<file path="src/rtl/mole_ctrl.sv">
// mole_ctrl: whack-a-mole round controller with hit/miss pulses and saturating score
module mole_ctrl #(
  parameter int TIMEOUT_TICKS = 3,
  parameter int SCORE_W = 8
) (
  input  logic               clk,
  input  logic               clr,
  input  logic               enable,
  input  logic               tick,
  input  logic [3:0]         pos,
  input  logic [6:0]         btn,
  output logic [6:0]         mole_led,
  output logic [2:0]         mole_idx,
  output logic               hit,
  output logic               miss,
  output logic [SCORE_W-1:0] score
);
  typedef enum logic [1:0] {IDLE, WAIT, UP} state_t;
  state_t r_state, w_state_n;
  logic [2:0] r_idx, w_idx_n;
  logic [3:0] r_life, w_life_n;
  logic [6:0] r_led, w_led_n;
  logic r_hit, w_hit_n, r_miss, w_miss_n;
  logic [SCORE_W-1:0] r_score, w_score_n;
  assign mole_led = r_led;
  assign mole_idx = r_idx;
  assign hit = r_hit;
  assign miss = r_miss;
  assign score = r_score;
  // state and all registered outputs; clr discards any pending mole at once
  always_ff @(posedge clk or posedge clr) begin
    if (clr) begin
      r_state <= IDLE;
      r_idx <= '0;
      r_life <= '0;
      r_led <= '0;
      r_hit <= 1'b0;
      r_miss <= 1'b0;
      r_score <= '0;
    end else begin
      r_state <= w_state_n;
      r_idx <= w_idx_n;
      r_life <= w_life_n;
      r_led <= w_led_n;
      r_hit <= w_hit_n;
      r_miss <= w_miss_n;
      r_score <= w_score_n;
    end
  end
  // round sequencing: the matching button beats a wrong button, which beats a timeout tick
  always_comb begin
    w_state_n = r_state;
    w_idx_n = r_idx;
    w_life_n = r_life;
    w_hit_n = 1'b0;
    w_miss_n = 1'b0;
    w_score_n = r_score;
    if (!enable) w_state_n = IDLE;
    else begin
      case (r_state)
        IDLE: w_state_n = WAIT;
        WAIT: if (tick) begin
          w_state_n = UP;
          w_idx_n = (pos <= 4'd6) ? pos[2:0] : 3'd0;
          w_life_n = 4'(TIMEOUT_TICKS);
        end
        UP: if (btn[r_idx]) begin
          w_hit_n = 1'b1;
          w_score_n = (r_score == '1) ? r_score : r_score + 1'b1;
          w_state_n = WAIT;
        end else if (|btn) begin
          w_miss_n = 1'b1;
          w_state_n = WAIT;
        end else if (tick) begin
          w_miss_n = (r_life == 4'd1);
          w_state_n = (r_life == 4'd1) ? WAIT : UP;
          w_life_n = (r_life == 4'd1) ? r_life : r_life - 4'd1;
        end
        default: w_state_n = IDLE;
      endcase
    end
    w_led_n = (w_state_n == UP) ? 7'b1 << w_idx_n : 7'b0;
  end
endmodule

</file>
<file path="config.mk">
export PLATFORM = sky130hd
export DESIGN_NAME = mole_ctrl
export DESIGN_NICKNAME = d
export VERILOG_FILES = /design/src/rtl/mole_ctrl.sv
export SDC_FILE = /design/constraint.sdc
export NUM_CORES = 1
export LEC_CHECK = 0
export BUFFER_PORTS_ARGS = -buffer_cell sky130_fd_sc_hd__buf_2
export CAP_MARGIN = 30
export CORE_MARGIN = 2
export CORE_UTILIZATION = 52
export CTS_CLUSTER_DIAMETER = 120
export DETAILED_ROUTE_END_ITERATION = 12
export PLACE_DENSITY_LB_ADDON = 0.1
export SLEW_MARGIN = 20
export SYNTH_ARGS = -nofsm -noshare
export SYNTH_HDL_FRONTEND = slang
export SYNTH_SLANG_ARGS = --single-unit
export TNS_END_PERCENT = 20
</file>
<file path="constraint.sdc">
create_clock -name clk -period 2.1 [get_ports clk]
set_clock_uncertainty 0.2 [all_clocks]
set_input_delay 0.42 -clock clk [delete_from_list [all_inputs] [get_ports clk]]
set_output_delay 0.42 -clock clk [all_outputs]
set_load 0.01 [all_outputs]
</file>
# Word-level counts from Yosys, hierarchy flattened

Cells that the tools add are included.
W data, S select, Z words.

Add/subtract/negate cells: 2
Multipliers: 0
Div/mod/pow operators: 0
$lt $le $gt $ge: 2
Eq/ne operators: 10
Shift operators: 1
Multiplexer cells: 28
Bitwise logic cells: 1
Reduce and logical (&&, ||, !) cells: 5

Operators by type and width:

| cell                  | count |
|---|---|
| $mux W4               | 5 |
| $mux W2               | 6 |
| $mux W3               | 4 |
| $ne A2 B2 Y1 const B  | 5 |
| $mux W1               | 9 |
| $add A8 B1 Y8 const B | 1 |
| $eq A8 B8 Y1 const B  | 1 |
| $pmux W4 S2           | 1 |
| $mux W7               | 1 |
| $reduce_and A7 Y1     | 1 |
| $reduce_or A7 Y1      | 1 |
| $shl A1 B3 Y7 const A | 1 |
| $pmux W2 S3           | 1 |
| $eq A2 B2 Y1 const B  | 2 |
| $eq A4 B1 Y1 const B  | 1 |
| $le A4 B3 Y1 const B  | 1 |
| $lt A3 B4 Y1 const B  | 1 |
| $reduce_and A4 Y1     | 1 |
| $sub A4 B1 Y4 const B | 1 |
| $bmux W1 S3           | 1 |
| $eq A2 B1 Y1 const B  | 1 |
| $logic_not A2 Y1      | 1 |
| $reduce_bool A2 Y1    | 1 |
| $not A1 Y1            | 1 |

Bits in registers: 26
Latch bits: 0
Bits in writable memories: 0
Memory bits (read-only): 0
Input port bits: 15
Output and inout port bits: 20
Logic and storage cells: 56
Memories: 0

# Logic depth before layout (Yosys ltp)

Depth after elaboration: 9
Mapped depth: 6
Mapped depth without buffers: 6

# Worst setup path before layout

No wires, ideal clock.

Path kind: input port to flip-flop
Start point: input btn[3]
End point: register r_life[1]
Library setup time: 127 ps
Arrival time: 1525 ps
Data required time: 1773 ps
Setup slack: 247 ps
Stages: 4
Buffers on the path: 0
Cells stage by stage: or4_4 > nor2_1 > and3_1 > o21ai_0

Word-level cells in the longest chain between the ends: 4
Elaborated cells between the ends (all ways): 6
Classes of those cells: eq/ne: 2; mux: 2; reduce/logical: 2

RTL lines:

| what                                   | line | source |
|---|---|---|
| start, declared                        | 11   | `input logic [6:0] btn,` |
| $bmux W1 S3                            | 67   | `UP: if (btn[r_idx]) begin` |
| $mux W1 (implied by the code)          | 67   |  |
| $ne A2 B2 Y1 (no source line)          | n/a  |  |
| $reduce_and A7 Y1 (no source line) (*) | n/a  |  |
| end signal, assigned                   | 43   | `r_life <= w_life_n;` |
| end, declared                          | 21   | `logic [3:0] r_life, w_life_n;` |

Every way passes the cells marked *; elsewhere a longest branch is shown, timed or not. The select of a mux whose other input is x is not followed.
A chain may end at the register's enable or synchronous reset.

# Worst setup path after layout

Start point: register r_state[1]
End point: register r_led[4] (netlist: mole_led[4])

Word-level cells in the longest chain between the ends: 7
Elaborated cells between the ends (all ways): 14
Classes of those cells: eq/ne: 3; shift: 1; mux: 9; reduce/logical: 1

RTL lines:

| what                   | line | source |
|---|---|---|
| start, declared        | 19   | `state_t r_state, w_state_n;` |
| start signal, assigned | 41   | `r_state <= w_state_n;` |
| $mux W2                | 74   | `end else if (tick) begin` |
| $mux W2                | 71   | `end else if (\|btn) begin` |
| $mux W2                | 67   |  |
| $pmux W2 S3            | 60   | `case (r_state)` |
| $mux W2                | 58   | `if (!enable) w_state_n = IDLE;` |
| $eq A2 B2 Y1           | 82   | `w_led_n = (w_state_n == UP) ? 7'b1 << w_idx_n : 7'b0;` |
| $mux W7 (*)            | 82   |  |
| named net w_led_n[4]   | 22   | `logic [6:0] r_led, w_led_n;` |
| end signal, assigned   | 44   | `r_led <= w_led_n;` |
| end, declared          | 22   |  |

The timed path passes the listed nets; every way through them passes the cells marked *.

==> results.yml <==
cells_and_area:
  regArea_um2: 651
  drive_above_1_share_pct: 32.4
  diodes: 0
  post-route-util_pct: 67.5
  multi_input_area_um2: 669
  layout.nets: 192
  synthToLayoutAreaGrowth_pct: 22.1
  fillCellCount: 211
  final_cells: 203
floorplanning:
  initial_core_util_pct: 55.3
  die_width_um: 55.3
  core_um2: 2480
  die_y_um: 55.3
  rows: 18
  die_area_um2: 3060
  ioPinCount: 35
logic_synthesis:
  yosys.area.top_type: "dfrtp_1"
  synth_seq_area_share_pct: 47.5
  synth_nets: 148
  ys_types: 41
  synthArstFlopShare_pct: 100
  ys_seq_elements: 26
  synth_flop_cell: "dfrtp_1"
  syn_inst: 130
  synth_top_area_share_pct: 47.5
  avgSynthCellArea_um2: 10.5
  syn_area_um2: 1370
  ys_warn_count: 0
  synth_area_leaders: "dfrtp_1, xnor2_1, nand4_1"
  synth_edf_count: 0
drt:
  wl_per_cell_um: 14.2
  drc_errors: 0
  totalWireLength_mm: 2.88
  vias_per_cell: 5.51
  route.vias.total: 1118
  first_iter_violations: 17
  drtAntennaViolNets: 0
  first_pass_iters: 4
critical_path:
  cp.required_ns: 2.12
  cp_cell_sequence: "nand4b_1 > buf_4 > nand2_1 > and2_1 > nor3_1"
  critPathKind: "register to register"
  cp.buffers_inverters: 1
  path_delay_family: "simple AND/OR/NAND/NOR gates"
  worstPathArrival_ns: 1.80
  end_kind: "register"
  crit_fanout: 8
  slowest_delay_ns: 0.46
  critPathLaunchType: "register"
  crit_slowest_cell: "dfrtp_1"
cts:
  cts-root-buf: "clkbuf_4"
  clk_latency_ns: 0.33
  cts_buffer_depth: 2
  cts_tree: "done"
  cts_max_level: 1
  postCtsSetupRepairBufs: 0
  cts_buffers: 3
  cts_sinks: 26
  cts-resized-gates: 0
  postCtsHoldBufs: 1
  clk_pin_slew_ns: 0.15
power:
  total_power_uw: 1180
  ir_worst_vdd_mv: 0.543
  p_leak_uw: 0.000828
  power_density_nw_per_um2: 703
global_routing:
  grt_max_degree: 27
  track_usage_pct: 20.8
  grt_pass1_wl_mm: 5.05
  grt_overflow: 0
  antenna_found_initial: 0
  grt_pass1_vias: 1094
place:
  placed_cells: 198
  gp_congestion: 0.789
  place.port_buffers: 34
  hpwl_mm: 2.15
sta:
  slew_viol_final: 0
  final.period_utilization_pct: 84.8
  rsz0062_at_grt: "no"
  slew_headroom_pct: 78.5
  tns_ns: 0
  final-hold-violation-count: 0
  fmax_mhz: 562
  finalSetupViolations: 0
  worstMarginPinSlew_ns: 0.320
  min_period_ns: 1.78
job:
  maxCapViolations: 0
outcome:
  status: "completed"
worst_hold_path:
  worstHoldPathType: "input port to register"
## per-stage QoR
step           hold WS, ns  setup slack, ns  cell area [um^2]
2_1_floorplan        0.260            0.247              1370
3_3_place_gp         0.277           0.0939              1610
3_5_place_dp         0.279           0.0651              1610
4_1_cts              0.124            0.341              1670
5_1_grt              0.114            0.234              1670
6_report             0.133            0.320              1670
## power by group
part           switching (uW)  leakage, uW  internal [uW]  total, uW
clock                     156    0.0000279            193        349
sequential               53.7     0.000345            536        590
combinational             129     0.000454            107        237
total                     339     0.000828            837       1180
## layout make-up
class	count	area share, %
multi-input combinational	92	40.0
tap	30	2.24
clock buffer	3	1.35
sequential	26	38.9
clock inverter	1	1.80
inverter	10	2.24
timing repair buffer	41	13.5
## state kept, by name, indices dropped and copies added, names as in the netlist
register,flops
mole_idx,3
score,8
r_life,4
hit,1
miss,1
r_state,2
mole_led,7
## cells in the mapped netlist, drive strengths merged (2+ instances only)
library cell	number
nand3	6
nand4b	2
and2	2
a211o	2
buf	2
nor3	7
nand2	5
o21ai	5
and3b	2
nor2	9
inv	10
nand2b	2
mux2i	4
dfrtp	26
ha	3
nand4	8
a31oi	2
and3	4
xnor2	7
a21oi	3
## metal layers
metal / vias up / wire length [um] / track usage [%]
met4: 0 / 34 / 6.27
met3: 4 / 78 / 2.81
met5: - / 0 / 0
li1: 563 / - / -
met2: 21 / 1440 / 34.7
met1: 530 / 1320 / 28.0
## worst paths after layout
check	to	slack (ns)	start	cells after the start
worst max-delay path	mole_led[4]	0.32	r_state[1]	5
worst min-delay path	r_state[0]	0.13	enable	2
worst max register to register	mole_led[4]	0.32	r_state[1]	5
worst min register to register	score[6]	0.30	score[6]	1
max in group asynchronous	score[6]	0.99	clr	4
min in group asynchronous	mole_led[2]	0.47	clr	4
## cells in the final DEF (no fill, tap or decap), types with 6 or more instances in the layout
master	netlist	layout
buf_2	1	34
buf_4	1	6
dfrtp_1	26	26
inv_1	10	10
nand4_1	8	8
nor2_1	9	9
nor3_1	7	7
xnor2_1	7	7
## logic make-up (layout without fill, tap and decap cells)
logic type,count (synthesis),after routing,share of synthesized area (%)
flops,26,26,47.5
fa+ha+maj,3,3,2.74
compound gates,22,22,12.8
mux,5,5,3.74
buf+inv,12,55,3.65
simple gates,55,55,25.1
xor+xnor,7,7,4.47
Note: power is estimated with default switching activity, not from simulation.
